===== src/rtl/sprite_eval.sv =====
// Per-scanline sprite evaluation: clears and fills a 32-byte secondary OAM during dots 1-256,
// then presents one secondary-OAM slot per 8-dot fetch window during dots 257-320.
module sprite_eval (
  input  logic        clk,
  input  logic        rst,
  input  logic [8:0]  cycle,
  input  logic [8:0]  scanline,
  input  logic        rendering,
  input  logic        sp_size16,
  input  logic        sp_pt_sel,
  output logic [7:0]  oam_addr,
  input  logic [7:0]  oam_data,
  output logic [7:0]  sp_tile,
  output logic [7:0]  sp_at,
  output logic [7:0]  sp_x,
  output logic [12:0] sp_pat_addr,
  output logic        sp_inscan,
  output logic        sp0_in_line,
  output logic        overflow
);

  typedef enum logic [2:0] {StIdle, StClear, StScanY, StCopy, StOvfScan, StDone} state_e;

  state_e      state_q, state_d;
  logic [5:0]  wp_q, wp_d;
  logic [5:0]  n_q, n_d;
  logic [1:0]  bc_q, bc_d;
  logic [7:0]  oam_addr_q, oam_addr_d;
  logic        ovf_q, ovf_d;
  logic        sp0_next_q, sp0_next_d;
  logic        sp0_line_q, sp0_line_d;
  logic [7:0]  sec_q [32];

  logic        sec_we;
  logic [4:0]  sec_wa;
  logic [7:0]  sec_wd;

  logic        active;
  logic        even;
  logic [8:0]  diff;
  logic        in_range;
  logic [5:0]  n_inc;
  logic [5:0]  wp_inc;

  assign active   = rendering && (scanline <= 9'd239);
  assign even     = ~cycle[0];
  assign diff     = scanline - {1'b0, oam_data};
  assign in_range = diff < (sp_size16 ? 9'd16 : 9'd8);
  assign n_inc    = n_q + 6'd1;
  assign wp_inc   = wp_q + 6'd1;

  always_comb begin
    state_d    = state_q;
    wp_d       = wp_q;
    n_d        = n_q;
    bc_d       = bc_q;
    oam_addr_d = oam_addr_q;
    ovf_d      = ovf_q;
    sp0_next_d = sp0_next_q;
    sp0_line_d = sp0_line_q;
    sec_we     = 1'b0;
    sec_wa     = wp_q[4:0];
    sec_wd     = oam_data;

    if (cycle == 9'd257) begin
      sp0_line_d = sp0_next_q;
      sp0_next_d = 1'b0;
    end
    if (scanline == 9'd261 && cycle == 9'd1) begin
      ovf_d = 1'b0;
    end

    if (!active) begin
      state_d = StIdle;
    end else if (cycle >= 9'd1 && cycle <= 9'd64) begin
      state_d = StClear;
      if (even) begin
        // (cycle - 1) >> 1 for even cycles in 2..64
        sec_we = 1'b1;
        sec_wa = cycle[5:1] - 5'd1;
        sec_wd = 8'hFF;
      end
      if (cycle == 9'd64) begin
        wp_d       = 6'd0;
        n_d        = 6'd0;
        oam_addr_d = 8'd0;
        state_d    = StScanY;
      end
    end else if (cycle >= 9'd65 && cycle <= 9'd256) begin
      // Odd dots only present oam_addr; all work happens when data returns on even dots.
      if (even) begin
        unique case (state_q)
          StScanY: begin
            sec_we = 1'b1;
            if (in_range) begin
              wp_d       = wp_inc;
              bc_d       = 2'd1;
              oam_addr_d = {n_q, 2'b01};
              state_d    = StCopy;
              if (n_q == 6'd0) sp0_next_d = 1'b1;
            end else begin
              n_d        = n_inc;
              oam_addr_d = {n_inc, 2'b00};
              if (n_q == 6'd63) state_d = StDone;
            end
          end
          StCopy: begin
            sec_we = 1'b1;
            wp_d   = wp_inc;
            if (bc_q == 2'd3) begin
              n_d        = n_inc;
              oam_addr_d = {n_inc, 2'b00};
              if (n_q == 6'd63)         state_d = StDone;
              else if (wp_inc == 6'd32) state_d = StOvfScan;
              else                      state_d = StScanY;
            end else begin
              bc_d       = bc_q + 2'd1;
              oam_addr_d = {n_q, bc_q + 2'd1};
            end
          end
          StOvfScan: begin
            if (in_range) begin
              ovf_d   = 1'b1;
              state_d = StDone;
            end else begin
              n_d        = n_inc;
              oam_addr_d = {n_inc, 2'b00};
              if (n_q == 6'd63) state_d = StDone;
            end
          end
          default: ;
        endcase
      end
    end else begin
      state_d = StIdle;
    end

    // Registered, so the address reads 0 throughout dots 257-320.
    if (active && cycle >= 9'd256 && cycle <= 9'd319) begin
      oam_addr_d = 8'd0;
    end
  end

  always_ff @(posedge clk) begin
    if (rst) begin
      state_q    <= StIdle;
      wp_q       <= 6'd0;
      n_q        <= 6'd0;
      bc_q       <= 2'd0;
      oam_addr_q <= 8'd0;
      ovf_q      <= 1'b0;
      sp0_next_q <= 1'b0;
      sp0_line_q <= 1'b0;
      for (int i = 0; i < 32; i++) sec_q[i] <= 8'hFF;
    end else begin
      state_q    <= state_d;
      wp_q       <= wp_d;
      n_q        <= n_d;
      bc_q       <= bc_d;
      oam_addr_q <= oam_addr_d;
      ovf_q      <= ovf_d;
      sp0_next_q <= sp0_next_d;
      sp0_line_q <= sp0_line_d;
      if (sec_we) sec_q[sec_wa] <= sec_wd;
    end
  end

  // Fetch-side slot view
  logic [2:0] slot;
  logic [7:0] f_y, f_tile, f_at, f_x;
  logic [3:0] row;

  assign slot   = cycle[5:3];
  assign f_y    = sec_q[{slot, 2'b00}];
  assign f_tile = sec_q[{slot, 2'b01}];
  assign f_at   = sec_q[{slot, 2'b10}];
  assign f_x    = sec_q[{slot, 2'b11}];

  always_comb begin
    sp_inscan = (f_y != 8'hFF);
    sp_tile   = f_tile;
    sp_at     = f_at;
    sp_x      = f_x;
    // Only the low four bits of scanline - y matter for the row.
    row       = scanline[3:0] - f_y[3:0];
    if (f_at[7]) row = (sp_size16 ? 4'd15 : 4'd7) - row;
    if (!sp_inscan) begin
      sp_tile = 8'hFF;
      sp_at   = 8'hFF;
      sp_x    = 8'hFF;
      row     = 4'd0;
    end
    if (sp_size16) sp_pat_addr = {sp_tile[0], sp_tile[7:1], row[3], 1'b0, row[2:0]};
    else           sp_pat_addr = {sp_pt_sel, sp_tile, 1'b0, row[2:0]};
  end

  assign oam_addr    = oam_addr_q;
  assign overflow    = ovf_q;
  assign sp0_in_line = sp0_line_q;

endmodule


===== config.mk =====
export PLATFORM = sky130hd
export DESIGN_NAME = sprite_eval
export DESIGN_NICKNAME = d
export VERILOG_FILES = /design/src/rtl/sprite_eval.sv
export SDC_FILE = /design/constraint.sdc
export NUM_CORES = 1
export LEC_CHECK = 0
export BUFFER_PORTS_ARGS = -buffer_cell sky130_fd_sc_hd__buf_4
export CAP_MARGIN = 20
export CORE_MARGIN = 2
export CORE_UTILIZATION = 45
export CTS_BUF_LIST = sky130_fd_sc_hd__clkbuf_4 sky130_fd_sc_hd__clkbuf_8 sky130_fd_sc_hd__clkbuf_16
export DETAILED_ROUTE_END_ITERATION = 16
export PLACE_DENSITY = 0.61
export SYNTH_ARGS = -nofsm -noshare
export SYNTH_HDL_FRONTEND = slang
export SYNTH_SLANG_ARGS = --single-unit
export TNS_END_PERCENT = 1

===== constraint.sdc =====
create_clock -name clk -period 4.53 [get_ports clk]
set_input_delay 0.2265 -clock clk [delete_from_list [all_inputs] [get_ports clk]]
set_output_delay 0.2265 -clock clk [all_outputs]
set_load 0.02 [all_outputs]

==> metrics.md <==
| Metric | Value |
|---|---|
| Drt first-iter violations | 726 |
| Share of layout cells above drive strength 1 | 0.234 |
| # DRC | 0 |
| Final Hold Viols | 0 |
| Fin Setup TNS | 0 ps |
| Synth warn | 0 |
| Pwr dens | 364 mW/mm2 |
| CP endpoint kind | output port |
| Hold Slack | 159 ps |
| Post-synth EDFFs | 256 |
| Slew headroom | 0.453 |
| CTS sink count | 284 |
| Leading post-synthesis cells by cell area | edfxtp_1 (55%), mux4_2 (9.2%), nand2_1 (8.2%), dfxtp_1 (4.0%), mux2i_1 (2.2%) |
| Worst Skew | 18.5 ps |
| Highest routed layer | met4 |
| Routed len/inst | 20.9 um |
| First-pass GRT wire length | 52200 um |
| Syn Inst Count | 1120 |
| Worst stage delay on the critical path | 550 ps |
| # setup viols final | 0 |
| Chip width | 180 um |
| Synth cell types | 80 |
| Status | finished clean |
| Post-route antenna net violation count | 0 |
| Worst Tran Pin Value | 815 ps |
| Max FO, Critical Path | 32 |
| Ys flop type | edfxtp_1 |
| Initial core utilization | 0.456 |
| Register area share after synthesis | 0.591 |
| Critical Path RT | 4300 ps |
| # Max-Cap Violations | 0 |
| Routed wl met2 | 16300 um |
| Syn Nets | 1170 |
| Antenna violations before repair | 0 |
| # resized after CTS | 0 |
| Maximum VDD drop | 0.293 mV |
| Critical Path AT | 3370 ps |
| GRT Total Usage | 0.206 |
| Synthesized area per cell | 12.5 um2 |
| WL met3 | 1440 um |
| Root Driver | clkbuf_16 |
| # hold bufs at CTS | 1 |
| Biggest area consumer among synthesized cells | edfxtp_1 |
| Final Worst Setup Slack | 932 ps |
| IO buf count | 77 |
| Fillers | 2600 |
| # diodes | 0 |
| Achievable frequency | 278 MHz |
| GRT overflow | 0 |
| RSZ-0062 raised after global routing | false |
| Layout area overhead | 14.5% |
| Top cell by count, worst path | buf_4 |
| Routed Wire Length | 33700 um |
| Rows | 64 |
| Top cell type's share of synthesized area | 0.551 |
| Max-slew violation count | 0 |
| CP max-delay cell | nand2_1 |
| Leakage | 4.56 nW |
| DRT Pass-1 Iters | 7 |
| Clock latency on the worst-skew pair | 550 ps |
| TritonCTS clock tree | done |
| Async SR Flop Fraction | 0 |
| HP Class | in -> reg |
| Worst-path clk slew | 60 ps |
| Core area | 0.0306 mm2 |
| Final nets | 1241 |
| CTS Buffer Depth | 3 |
| Via count | 9039 |
| Number of global-route vias before repair | 8923 |
| Post-CTS Setup Inserts | 0 |
| Place WS | 604 ps |
| M1 WL | 15100 um |
| Maximum number of pins on one net before global-route repair | 38 |
| CP Cell Sequence | buf_4, buf_4, mux4_2, mux2i_1, nand2b_1, nor3_1, nand2_1, buf_4, nand2_1, buf_4 |
| Seq cells post-synth | 284 |
| H-tree Lvls | 1 |
| Number of I/O pins | 79 |
| Crit start category | input pin |
| Routability cong. | 0.823 |
| Die H | 180 um |
| Post-synthesis cell area | 0.0140 mm2 |
| Post-DR vias/cell | 5.62 |
| Die footprint | 0.0324 mm2 |
| Final Cycle Share | 0.794 |
| Critical path class | in -> out |
| Total CTS buffers | 30 |
| Hpwl dp | 21700 um |
| Final critical-path required period | 3600 ps |
[synthesized netlist by cell type, drive strengths merged (3+ instances only)]
library cell  count
inv              22
o21ai            46
a211oi            5
nor3b             4
xor2              5
dfxtp            28
o22ai             3
a21o              5
nand3            15
nand2           313
nor4              4
mux2i            33
clkbuf           44
xnor2            14
o2bb2ai           7
nand4            17
a31oi             5
or3b              3
nor2b             4
o211ai            8
mux2              4
and3              7
nor3              8
buf              26
ha               18
or4               4
edfxtp          256
nand2b            8
nor2             73
or2               3
mux4             57
and2              3
a21oi            33
[worst max-delay path, delay by kind of cell]
kind | cells | cell delay (ps)
buffers and inverters | 4 | 1500
AND/OR/NAND/NOR | 4 | 1200
multiplexers | 2 | 400
[cell type report]
| type | instances | area [um2] | area share |
|---|---|---|---|
| Sequential cell | 284 | 8250 | 0.516 |
| Multi-Input combinational cell | 744 | 5340 | 0.334 |
| Timing Repair Buffer | 109 | 821 | 0.0514 |
| Clock buffer | 33 | 791 | 0.0495 |
| Tap cell | 396 | 495 | 0.0310 |
| Clock inverter | 21 | 203 | 0.0127 |
| Inverter | 22 | 82.6 | 0.00517 |
[power breakdown]
| group | leakage, nW | switching, mW | internal, mW | total (mW) |
|---|---|---|---|---|
| clock network | 0.492 | 0.999 | 1.48 | 2.47 |
| logic | 1.93 | 0.302 | 0.163 | 0.466 |
| registers | 2.14 | 0.00875 | 2.87 | 2.88 |
[per-layer routing]
| layer | GRT usage | up-vias |
|---|---|---|
| li1 | - | 4244 |
| met4 | 0.0526 | 0 |
| met2 | 0.344 | 243 |
| met3 | 0.0249 | 59 |
| met1 | 0.288 | 4493 |
| met5 | 0 | - |
[cells in the final DEF (no fill, tap or decap), types with 20 or more instances in the layout]
cell / instances
o21ai_1: 29
edfxtp_1: 256
nor2_1: 31
inv_1: 22
a21oi_1: 33
dfxtp_1: 28
nor2_2: 20
mux2i_1: 31
nand2_1: 306
clkbuf_16: 31
nor2_4: 21
buf_4: 108
mux4_2: 57
[final timing paths]
kind                            start                         to  slack, ps  cells after the start
max                          cycle[4]            sp_pat_addr[11]        930                     10
min                          cycle[6]    state_q[0]$_SDFFE_PP0P_        160                      5
max reg2reg   state_q[1]$_SDFFE_PP0P_  sec_q[0][2]$_SDFFCE_PN1P_       1750                      5
min reg2reg  oam_addr[0]$_SDFFE_PP0P_   oam_addr[0]$_SDFFE_PP0P_        470                      1
[metrics by stage]
step,power [mW],utilization,instance area [um2],instances
global route,6.00,0.522,16000,1609
finish,5.82,0.522,16000,1609
detailed placement,3.40,0.489,15000,1554
floorplan,3.22,-,14000,1120
CTS,5.85,0.522,16000,1609
global placement,3.39,0.489,15000,1554
[logic make-up (layout without fill, tap and decap cells)]
group / after synthesis / count (layout) / synth area share
and+or+nand+nor: 475 / 475 / 0.164
xor gates and xnor gates: 19 / 19 / 0.0119
buffers and inverters: 92 / 185 / 0.0292
adders and majority gates: 19 / 19 / 0.0176
DFF: 284 / 284 / 0.591
muxes: 94 / 94 / 0.120
other: 1 / 1 / 0.000269
AOI/OAI and AO/OA: 136 / 136 / 0.0664
[sequential cells by signal, indices dropped and copies added (netlist names)]
name / cells
sec_q: 256
oam_addr: 8
n_q: 6
bc_q: 2
sp0_next_q: 1
state_q: 3
sp0_in_line: 1
overflow: 1
wp_q: 6
No activity file was read; power rests on OpenSTA's default activity.
